===== src/rtl/cmd_mode_parser.sv =====
// Byte-stream command parser. It recognises mode/clean/finish commands, stages and commits
// a rate code, and forwards all other bytes through a held write handshake.
module cmd_mode_parser #(
    parameter int DW      = 8,
    parameter int RATE_W  = 2,
    parameter int TIMEOUT = 1000
) (
    input  logic              clk,
    input  logic              reset,
    input  logic              i_valid,
    input  logic [DW-1:0]     i_data,
    input  logic              i_wr_ready,
    output logic [DW-1:0]     o_data,
    output logic              o_wr_en,
    output logic [RATE_W-1:0] o_rate,
    output logic              o_rate_state,
    output logic              o_start,
    output logic              o_clean,
    output logic              o_finish,
    output logic              o_timeout,
    output logic              o_overrun
);

    localparam int CW = (TIMEOUT > 0) ? $clog2(TIMEOUT + 1) : 1;
    localparam logic [CW-1:0] CNT_LAST = CW'((TIMEOUT > 0) ? TIMEOUT - 1 : 0);
    localparam logic [CW-1:0] CNT_MAX  = '1;

    typedef enum logic [2:0] {IDLE, CONTROL, PASS, CLEAN, FINISH} state_t;

    state_t              state, state_n;
    logic [RATE_W-1:0]   staged, staged_n, rate_n;
    logic [CW-1:0]       cnt, cnt_n;
    logic [DW-1:0]       data_n;
    logic                wr_en_n, overrun_n, timeout_n;

    function automatic logic [RATE_W-1:0] rate_code(input logic [1:0] v);
        return v[RATE_W-1:0];
    endfunction

    // A command matches only when the bits above the low byte are zero.
    function automatic logic is_cmd(input logic [DW-1:0] d, input logic [7:0] code);
        return ((d >> 8) == '0) && (d[7:0] == code);
    endfunction

    always_comb begin
        state_n   = state;
        staged_n  = staged;
        cnt_n     = cnt;
        data_n    = o_data;
        wr_en_n   = o_wr_en;
        rate_n    = o_rate;
        overrun_n = o_overrun;
        timeout_n = 1'b0;
        case (state)
            IDLE: begin
                if (i_valid) begin
                    if (is_cmd(i_data, 8'h4D) || is_cmd(i_data, 8'h6D)) begin
                        state_n  = CONTROL;
                        staged_n = o_rate;
                        cnt_n    = '0;
                    end else if (is_cmd(i_data, 8'h43) || is_cmd(i_data, 8'h63)) begin
                        state_n   = CLEAN;
                        rate_n    = '0;
                        overrun_n = 1'b0;
                    end else if (!(is_cmd(i_data, 8'h00) || is_cmd(i_data, 8'h46)
                                   || is_cmd(i_data, 8'h66))) begin
                        state_n = PASS;
                        data_n  = i_data;
                        wr_en_n = 1'b1;
                    end
                end
            end
            CONTROL: begin
                if (i_valid) begin
                    cnt_n = '0;
                    if (is_cmd(i_data, 8'h46) || is_cmd(i_data, 8'h66)) begin
                        state_n = FINISH;
                        rate_n  = staged;
                    end else if (is_cmd(i_data, 8'h43) || is_cmd(i_data, 8'h63)) begin
                        state_n   = CLEAN;
                        rate_n    = '0;
                        overrun_n = 1'b0;
                    end else if (is_cmd(i_data, 8'h4D) || is_cmd(i_data, 8'h6D)) begin
                        staged_n = o_rate;
                    end else if (is_cmd(i_data, 8'h31)) begin
                        staged_n = rate_code(2'd0);
                    end else if (is_cmd(i_data, 8'h35)) begin
                        staged_n = rate_code(2'd1);
                    end else if (is_cmd(i_data, 8'h41) || is_cmd(i_data, 8'h61)) begin
                        staged_n = rate_code(2'd2);
                    end else if (is_cmd(i_data, 8'h42) || is_cmd(i_data, 8'h62)) begin
                        staged_n = rate_code(2'd3);
                    end
                end else if (TIMEOUT > 0) begin
                    if (cnt == CNT_LAST) begin
                        state_n   = IDLE;
                        timeout_n = 1'b1;
                    end else if (cnt != CNT_MAX) begin
                        cnt_n = cnt + CW'(1);
                    end
                end
            end
            PASS: begin
                if (i_valid) overrun_n = 1'b1;
                if (i_wr_ready) begin
                    state_n = IDLE;
                    wr_en_n = 1'b0;
                end
            end
            CLEAN:   state_n = IDLE;
            FINISH:  state_n = IDLE;
            default: state_n = IDLE;
        endcase
    end

    always_ff @(posedge clk) begin
        if (!reset) begin
            state        <= IDLE;
            staged       <= '0;
            cnt          <= '0;
            o_data       <= '0;
            o_wr_en      <= 1'b0;
            o_rate       <= '0;
            o_overrun    <= 1'b0;
            o_timeout    <= 1'b0;
            o_start      <= 1'b0;
            o_rate_state <= 1'b0;
            o_clean      <= 1'b0;
            o_finish     <= 1'b0;
        end else begin
            state        <= state_n;
            staged       <= staged_n;
            cnt          <= cnt_n;
            o_data       <= data_n;
            o_wr_en      <= wr_en_n;
            o_rate       <= rate_n;
            o_overrun    <= overrun_n;
            o_timeout    <= timeout_n;
            o_start      <= (state_n == IDLE);
            o_rate_state <= (state_n == CONTROL);
            o_clean      <= (state_n == CLEAN);
            o_finish     <= (state_n == FINISH);
        end
    end

endmodule


===== config.mk =====
export PLATFORM = sky130hd
export DESIGN_NAME = cmd_mode_parser
export DESIGN_NICKNAME = d
export VERILOG_FILES = /design/src/rtl/cmd_mode_parser.sv
export SDC_FILE = /design/constraint.sdc
export NUM_CORES = 1
export LEC_CHECK = 0
export BUFFER_PORTS_ARGS = -buffer_cell sky130_fd_sc_hd__buf_2
export CAP_MARGIN = 40
export CORE_ASPECT_RATIO = 1.2
export CORE_MARGIN = 2
export CORE_UTILIZATION = 35
export DETAILED_ROUTE_END_ITERATION = 12
export PLACE_DENSITY = 0.6
export SLEW_MARGIN = 20
export SYNTH_ARGS = -nofsm -noshare
export SYNTH_HDL_FRONTEND = slang
export SYNTH_SLANG_ARGS = --single-unit

===== constraint.sdc =====
create_clock -name clk -period 3 [get_ports clk]
set_clock_uncertainty 0.05 [all_clocks]
set_input_delay 0.9 -clock clk [delete_from_list [all_inputs] [get_ports clk]]
set_output_delay 0.9 -clock clk [all_outputs]
set_load 0.01 [all_outputs]

**Word-level counts from Yosys, hierarchy flattened**

Cells that the tools add are included.

- Output and inout bits: 17
- Logic and storage cells: 117
- Flip-flop bits (word level): 32
- Input bits: 12

- Multiplexer cells: 47
- Equal/unequal tests: 32
- Add/sub/neg operators: 1
- Reductions and logical operators: 20
- Bitwise operators: 5

Operator list:

| kind | count |
|---|---|
| 8-bit by 7-bit == test with 1-bit output, second input constant | 10 |
| 10-bit 2-to-1 mux | 5 |
| 2-bit 2-to-1 mux | 15 |
| 3-bit 2-to-1 mux | 9 |
| 2-bit != test, second input constant | 10 |
| 10-bit case mux with 2 select lines | 1 |
| 8-bit by 6-bit == test with 1-bit output, second input constant | 2 |
| 1-bit 2-to-1 mux | 12 |
| 6-bit AND reduction | 2 |
| 10-bit by 1-bit adder with 10-bit output, second input constant | 1 |
| 10-bit == test, second input constant | 1 |
| 10-bit != test, second input constant | 1 |
| 5-bit AND reduction | 2 |
| 3-bit case mux with 3 select lines | 1 |
| 8-bit logical NOT | 1 |
| 2-bit case mux with 2 select lines | 2 |
| 1-bit logical OR | 7 |
| 7-bit AND reduction | 1 |
| 3-bit by 1-bit == test with 1-bit output, second input constant | 2 |
| 3-bit by 2-bit == test with 1-bit output, second input constant | 2 |
| 3-bit logical NOT | 2 |
| 3-bit != test, second input constant | 2 |
| 6-bit != test, second input constant | 1 |
| 1-bit NOT | 5 |
| other kinds (7) | 8 |

**Depth between registers and ports, before layout**

- Depth in word-level cells: 11
- Depth in mapped cells: 8
- Gate-level depth less buffers: 6

**Least setup slack after synthesis**

No wires, ideal clock.

- Path kind: input-to-reg
- Start point: in i_data[1]
- End point: reg cnt[7]
- Cell stages on the path: 7
- Setup time: 0.075 ns
- Buffers on the path: 2
- Path slack: 0.164 ns
- Data arrival time: 2.710 ns
- Cell sequence: clkbuf_1 and4b_1 a31oi_1 or4b_1 buf_2 or4_1 a21oi_1

- Cells in the longest elaborated chain, start to end: 4

RTL lines:

| what | RTL line | source |
|---|---|---|
| start: declaration | 11 | `input logic [DW-1:0] i_data,` |
| 8-bit by 7-bit == test with 1-bit output | 42 | `return ((d >> 8) == '0) && (d[7:0] == code);` |
| 1-bit logical OR * | 57 | `if (is_cmd(i_data, 8'h4D) \|\| is_cmd(i_data, 8'h6D)) begin` |
| 2-bit != test (no source line) * | - |  |
| 5-bit AND reduction (no source line) * | - |  |
| end signal: assignment | 133 | `cnt <= cnt_n;` |
| end: declaration | 32 | `logic [CW-1:0] cnt, cnt_n;` |

Mark *: on every way between the ends. The rest lies on a longest branch, timed or not.
A chain may end at the register's enable or synchronous reset.

**Worst setup path after layout**

- Start point: in i_data[1]
- End point: reg staged[0]

- Cells in the longest elaborated chain, start to end: 10

RTL lines:

| what | RTL line | source |
|---|---|---|
| 8-bit by 7-bit == test with 1-bit output | 42 |  |
| 1-bit logical OR | 89 | `end else if (is_cmd(i_data, 8'h41) \|\| is_cmd(i_data, 8'h61)) begin` |
| 2-bit 2-to-1 mux | 89 |  |
| 2-bit 2-to-1 mux | 87 | `end else if (is_cmd(i_data, 8'h35)) begin` |
| 2-bit 2-to-1 mux | 85 | `end else if (is_cmd(i_data, 8'h31)) begin` |
| 2-bit 2-to-1 mux | 83 | `end else if (is_cmd(i_data, 8'h4D) \|\| is_cmd(i_data, 8'h6D)) begin` |
| 2-bit 2-to-1 mux | 79 | `end else if (is_cmd(i_data, 8'h43) \|\| is_cmd(i_data, 8'h63)) begin` |
| 2-bit 2-to-1 mux | 76 | `if (is_cmd(i_data, 8'h46) \|\| is_cmd(i_data, 8'h66)) begin` |
| 2-bit 2-to-1 mux | 74 | `if (i_valid) begin` |
| 2-bit case mux with 2 select lines | 54 | `case (state)` |
| end signal: assignment | 132 | `staged <= staged_n;` |
| end: declaration | 31 | `logic [RATE_W-1:0] staged, staged_n, rate_n;` |

Several ways; a longest one is shown, not always the timed one. The select of a mux whose other input is x is not followed.

==> impl_metrics.prom <==
# TYPE chip_impl_metric gauge
chip_impl_info{name="run_status",value="completed"} 1
chip_impl_info{name="end_kind",value="register"} 1
chip_impl_metric{name="cts_inserted_buffers",unit=""} 5
chip_impl_metric{name="h_tree_depth",unit=""} 2
chip_impl_metric{name="data_arrival_time_at_the_worst_slack_endpoint",unit="ps"} 2750
chip_impl_metric{name="area_growth_syn_to_layout",unit="%"} 22.72
chip_impl_metric{name="via_count",unit=""} 1483
chip_impl_metric{name="clock_tree_buf_depth",unit=""} 2
chip_impl_metric{name="yosysUniqueCellTypes",unit=""} 45
chip_impl_info{name="most-common-layout-cells",value="dfxtp_1 (32), nand2_1 (28), buf_2 (28)"} 1
chip_impl_metric{name="num-fill-cells",unit=""} 479
chip_impl_metric{name="critical_path_peak_fanout",unit=""} 8
chip_impl_metric{name="gpl.final_weighted_congestion",unit=""} 0.8214
chip_impl_info{name="path_class",value="input pin to register"} 1
chip_impl_metric{name="timing.reg2reg.worst_path_depth",unit=""} 7
chip_impl_metric{name="path_clk_slew",unit="ps"} 70
chip_impl_metric{name="number_of_global_route_vias_before_repair",unit=""} 1414
chip_impl_metric{name="combinationalPowerShare",unit=""} 0.103
chip_impl_metric{name="worstPathRequired",unit="ps"} 3170
chip_impl_metric{name="grt_overflow",unit=""} 0
chip_impl_metric{name="core_area",unit="sq mm"} 0.004294
chip_impl_metric{name="drt-total-wl",unit="um"} 3623
chip_impl_info{name="hold-path-endpoint",value="staged[0]"} 1
chip_impl_metric{name="synthesis.area",unit="sq mm"} 0.001575
chip_impl_metric{name="sequentialPowerShare",unit=""} 0.468
chip_impl_metric{name="row_count",unit=""} 26
chip_impl_metric{name="power_density",unit="mW/mm^2"} 490.4
chip_impl_metric{name="p_sw_frac",unit=""} 0.2328
chip_impl_metric{name="cap_viol_max_count",unit=""} 0
chip_impl_metric{name="post_synth_inst_count",unit=""} 184
chip_impl_metric{name="dp_slack",unit="ps"} 118.5
chip_impl_metric{name="dp.final_hpwl",unit="um"} 2740
chip_impl_metric{name="port_buffers",unit=""} 28
chip_impl_metric{name="floorplan.initialDensity",unit=""} 0.3668
chip_impl_metric{name="maximum_number_of_pins_on_one_net_before_global_route_repair",unit=""} 25
chip_impl_info{name="hold_path.class",value="register to register"} 1
chip_impl_metric{name="grt_first_pass_wirelength",unit="um"} 6417
chip_impl_metric{name="period_minus_slack",unit="ps"} 2578
chip_impl_metric{name="pin_count",unit=""} 29
chip_impl_metric{name="worst_hold_path.num_cells",unit=""} 2
chip_impl_metric{name="final.period_utilization",unit=""} 0.8594
chip_impl_metric{name="clock_latency",unit="ps"} 280
chip_impl_metric{name="leakage",unit="nW"} 0.7558
chip_impl_info{name="most_common_library_cell_in_the_layout_ignoring_fill_and_taps",value="dfxtp_1"} 1
chip_impl_metric{name="antenna_found_initial",unit=""} 0
chip_impl_metric{name="ys_ff_latch",unit=""} 32
chip_impl_info{name="rr_startpoint",value="cnt[0]"} 1
chip_impl_metric{name="clkPwrFrac",unit=""} 0.429
chip_impl_metric{name="cts.sinks",unit=""} 32
chip_impl_metric{name="holdBufCountCts",unit=""} 0
chip_impl_metric{name="netSwitchingPower",unit="mW"} 0.2206
chip_impl_metric{name="die_height",unit="um"} 77.49
chip_impl_metric{name="hold_viol_final",unit=""} 0
chip_impl_metric{name="share_of_cells_above_drive_strength_1",unit=""} 0.2489
chip_impl_metric{name="hold_ws",unit="ps"} 407.3
chip_impl_metric{name="drt_iter0_markers",unit=""} 71
chip_impl_metric{name="finalSetupViolations",unit=""} 0
chip_impl_metric{name="slew_headroom",unit=""} 0.6258
chip_impl_metric{name="drtAntennaViolNets",unit=""} 0
chip_impl_info{name="synth_flop_cell",value="dfxtp_1"} 1
chip_impl_info{name="worst_hold_startpoint",value="staged[0]"} 1
chip_impl_metric{name="worstMarginPinSlew",unit="ps"} 553.8
chip_impl_metric{name="cts.repair_timing.setup_buffer_count",unit=""} 0
chip_impl_info{name="root_buffer",value="clkbuf_8"} 1
chip_impl_info{name="grt_setup_unrepaired",value="no"} 1
chip_impl_metric{name="routed_wire_length_per_instance",unit="um"} 13.08
chip_impl_metric{name="timing.setup.tns",unit="ps"} 0
chip_impl_metric{name="nets",unit=""} 233
chip_impl_info{name="critical_path.cell_chain",value="buf_2, buf_4, or4b_2, or3_1, o41a_1, o22ai_1, mux2i_1"} 1
chip_impl_metric{name="ys_async_sr_fraction",unit=""} 0
chip_impl_info{name="reg2reg_to",value="cnt[4]"} 1
chip_impl_metric{name="synth_fp_nets",unit=""} 197
chip_impl_info{name="critPathLaunchType",value="input pin"} 1
chip_impl_metric{name="diodes",unit=""} 0
chip_impl_metric{name="report.final.slew_viol_count",unit=""} 0
chip_impl_metric{name="ir_drop",unit="mV"} 0.2291
chip_impl_metric{name="internal_power",unit="mW"} 0.7274
chip_impl_metric{name="crit_path_largest_cell_delay",unit="ps"} 640
chip_impl_metric{name="final_core_util",unit=""} 0.4502
chip_impl_metric{name="detailedRoute.firstPassIterationCount",unit=""} 4
chip_impl_metric{name="final.setup.worst_slack",unit="ps"} 421.8
chip_impl_metric{name="die_area",unit="sq mm"} 0.005055
chip_impl_info{name="tritoncts",value="built"} 1
chip_impl_metric{name="synth-edff-count",unit=""} 0
chip_impl_metric{name="per_cell_via_count_in_the_routed_design",unit=""} 5.354
chip_impl_metric{name="post_detailed_route_drc_marker_count",unit=""} 0
chip_impl_metric{name="ys_seq_area_frac",unit=""} 0.4067
chip_impl_metric{name="clock.fmax",unit="GHz"} 0.3879
chip_impl_metric{name="timing.reg2reg.setup_slack",unit="ps"} 660
chip_impl_metric{name="synth.yosys.warnings",unit=""} 0
chip_impl_metric{name="floorplan.die.width",unit="um"} 65.24
chip_impl_metric{name="cts_resized",unit=""} 0
chip_impl_info{name="worst_path_max_delay_cell",value="or4b_2"} 1
chip_impl_metric{name="grt.total_usage",unit=""} 0.1636
chip_impl_metric{name="avgSynthCellArea",unit="sq um"} 8.561
==> final cells by class <==
cell class                      instances  area, sq um  area share
Clock buffer                            6        72.57     0.03754
Tap cell                               56        70.07     0.03625
Clock inverter                          2        35.03     0.01812
Inverter                                5        18.77    0.009709
Multi-Input combinational cell        137        873.3      0.4518
Timing Repair Buffer                   39        222.7      0.1152
Sequential cell                        32        640.6      0.3314
==> worst max-delay path: cells and delay by family <==
family	cells	cell delay (ps)
and+or+nand+nor	2	990
AOI/OAI and AO/OA	2	380
buffers and inverters	2	260
muxes	1	210
==> Yosys cell counts (all sizes together) (3+ instances only) <==
master / n / area (sq um)
a21oi: 10 / 53.80
buf: 4 / 20.02
clkbuf: 6 / 22.52
dfxtp: 32 / 640.6
inv: 5 / 18.77
mux2i: 9 / 90.09
nand2: 28 / 105.1
nand2b: 3 / 18.77
nand3: 8 / 40.04
nand4b: 3 / 26.28
nor2: 8 / 30.03
nor3: 3 / 15.01
nor4: 6 / 37.54
o211ai: 3 / 22.52
o21ai: 9 / 45.04
o221a: 3 / 33.78
o31ai: 3 / 22.52
or3: 6 / 37.54
or4: 4 / 30.03
or4b: 3 / 30.03
==> cell families (layout without fill, tap and decap cells) <==
group,count (synthesis),in the layout,share of synthesized area
fa+ha+maj,1,1,0.007942
xor+xnor,2,2,0.01112
compound gates,40,40,0.1740
buf+inv,15,52,0.03892
mux,9,9,0.05719
flops,32,32,0.4067
simple gates,85,85,0.3042
==> how the worst max path moves through the flow <==
stage,slack (ps),to,startpoint
finish,420,staged[0],i_data[1]
CTS,430,staged[0],i_data[1]
floorplan,160,cnt[7],i_data[1]
global route,330,cnt[4],i_data[4]
global placement,130,staged[0],i_data[1]
detailed placement,120,staged[0],i_data[1]
==> per-layer routing <==
| metal | share of wire | GRT usage | vias up |
|---|---|---|---|
| met2 | 0.53 | 0.2857 | 26 |
| met5 | 0 | 0 | - |
| met1 | 0.42 | 0.1846 | 693 |
| li1 | - | - | 757 |
| met4 | 0.018 | 0.06875 | 0 |
| met3 | 0.034 | 0.04348 | 7 |
==> registers in the layout, summed over array words and instances, names as in the netlist <==
| register | flops |
|---|---|
| cnt | 10 |
| o_data | 8 |
| state | 3 |
| o_rate | 2 |
| staged | 2 |
| o_clean | 1 |
| o_finish | 1 |
| o_overrun | 1 |
| o_rate_state | 1 |
| o_start | 1 |
| o_timeout | 1 |
| o_wr_en | 1 |
==> power by group through the flow <==
stage | clock network [mW] | logic (mW) | registers [mW]
finish | 0.407 | 0.0974 | 0.444
global route | 0.439 | 0.108 | 0.445
CTS | 0.422 | 0.0988 | 0.444
detailed placement | 0 | 0.0988 | 0.453
global placement | 0 | 0.0984 | 0.453
floorplan | 0 | 0.0514 | 0.458
==> through the flow <==
| step | cell area [sq um] | cells | total power, mW |
|---|---|---|---|
| after floorplan | 1575 | 184 | 0.5098 |
| after global placement | 1826 | 269 | 0.5517 |
| after detailed placement | 1826 | 269 | 0.5522 |
| after CTS | 1933 | 277 | 0.9650 |
| after global routing | 1933 | 277 | 0.9922 |
| final | 1933 | 277 | 0.9480 |
(Power assumes the default switching activity.)
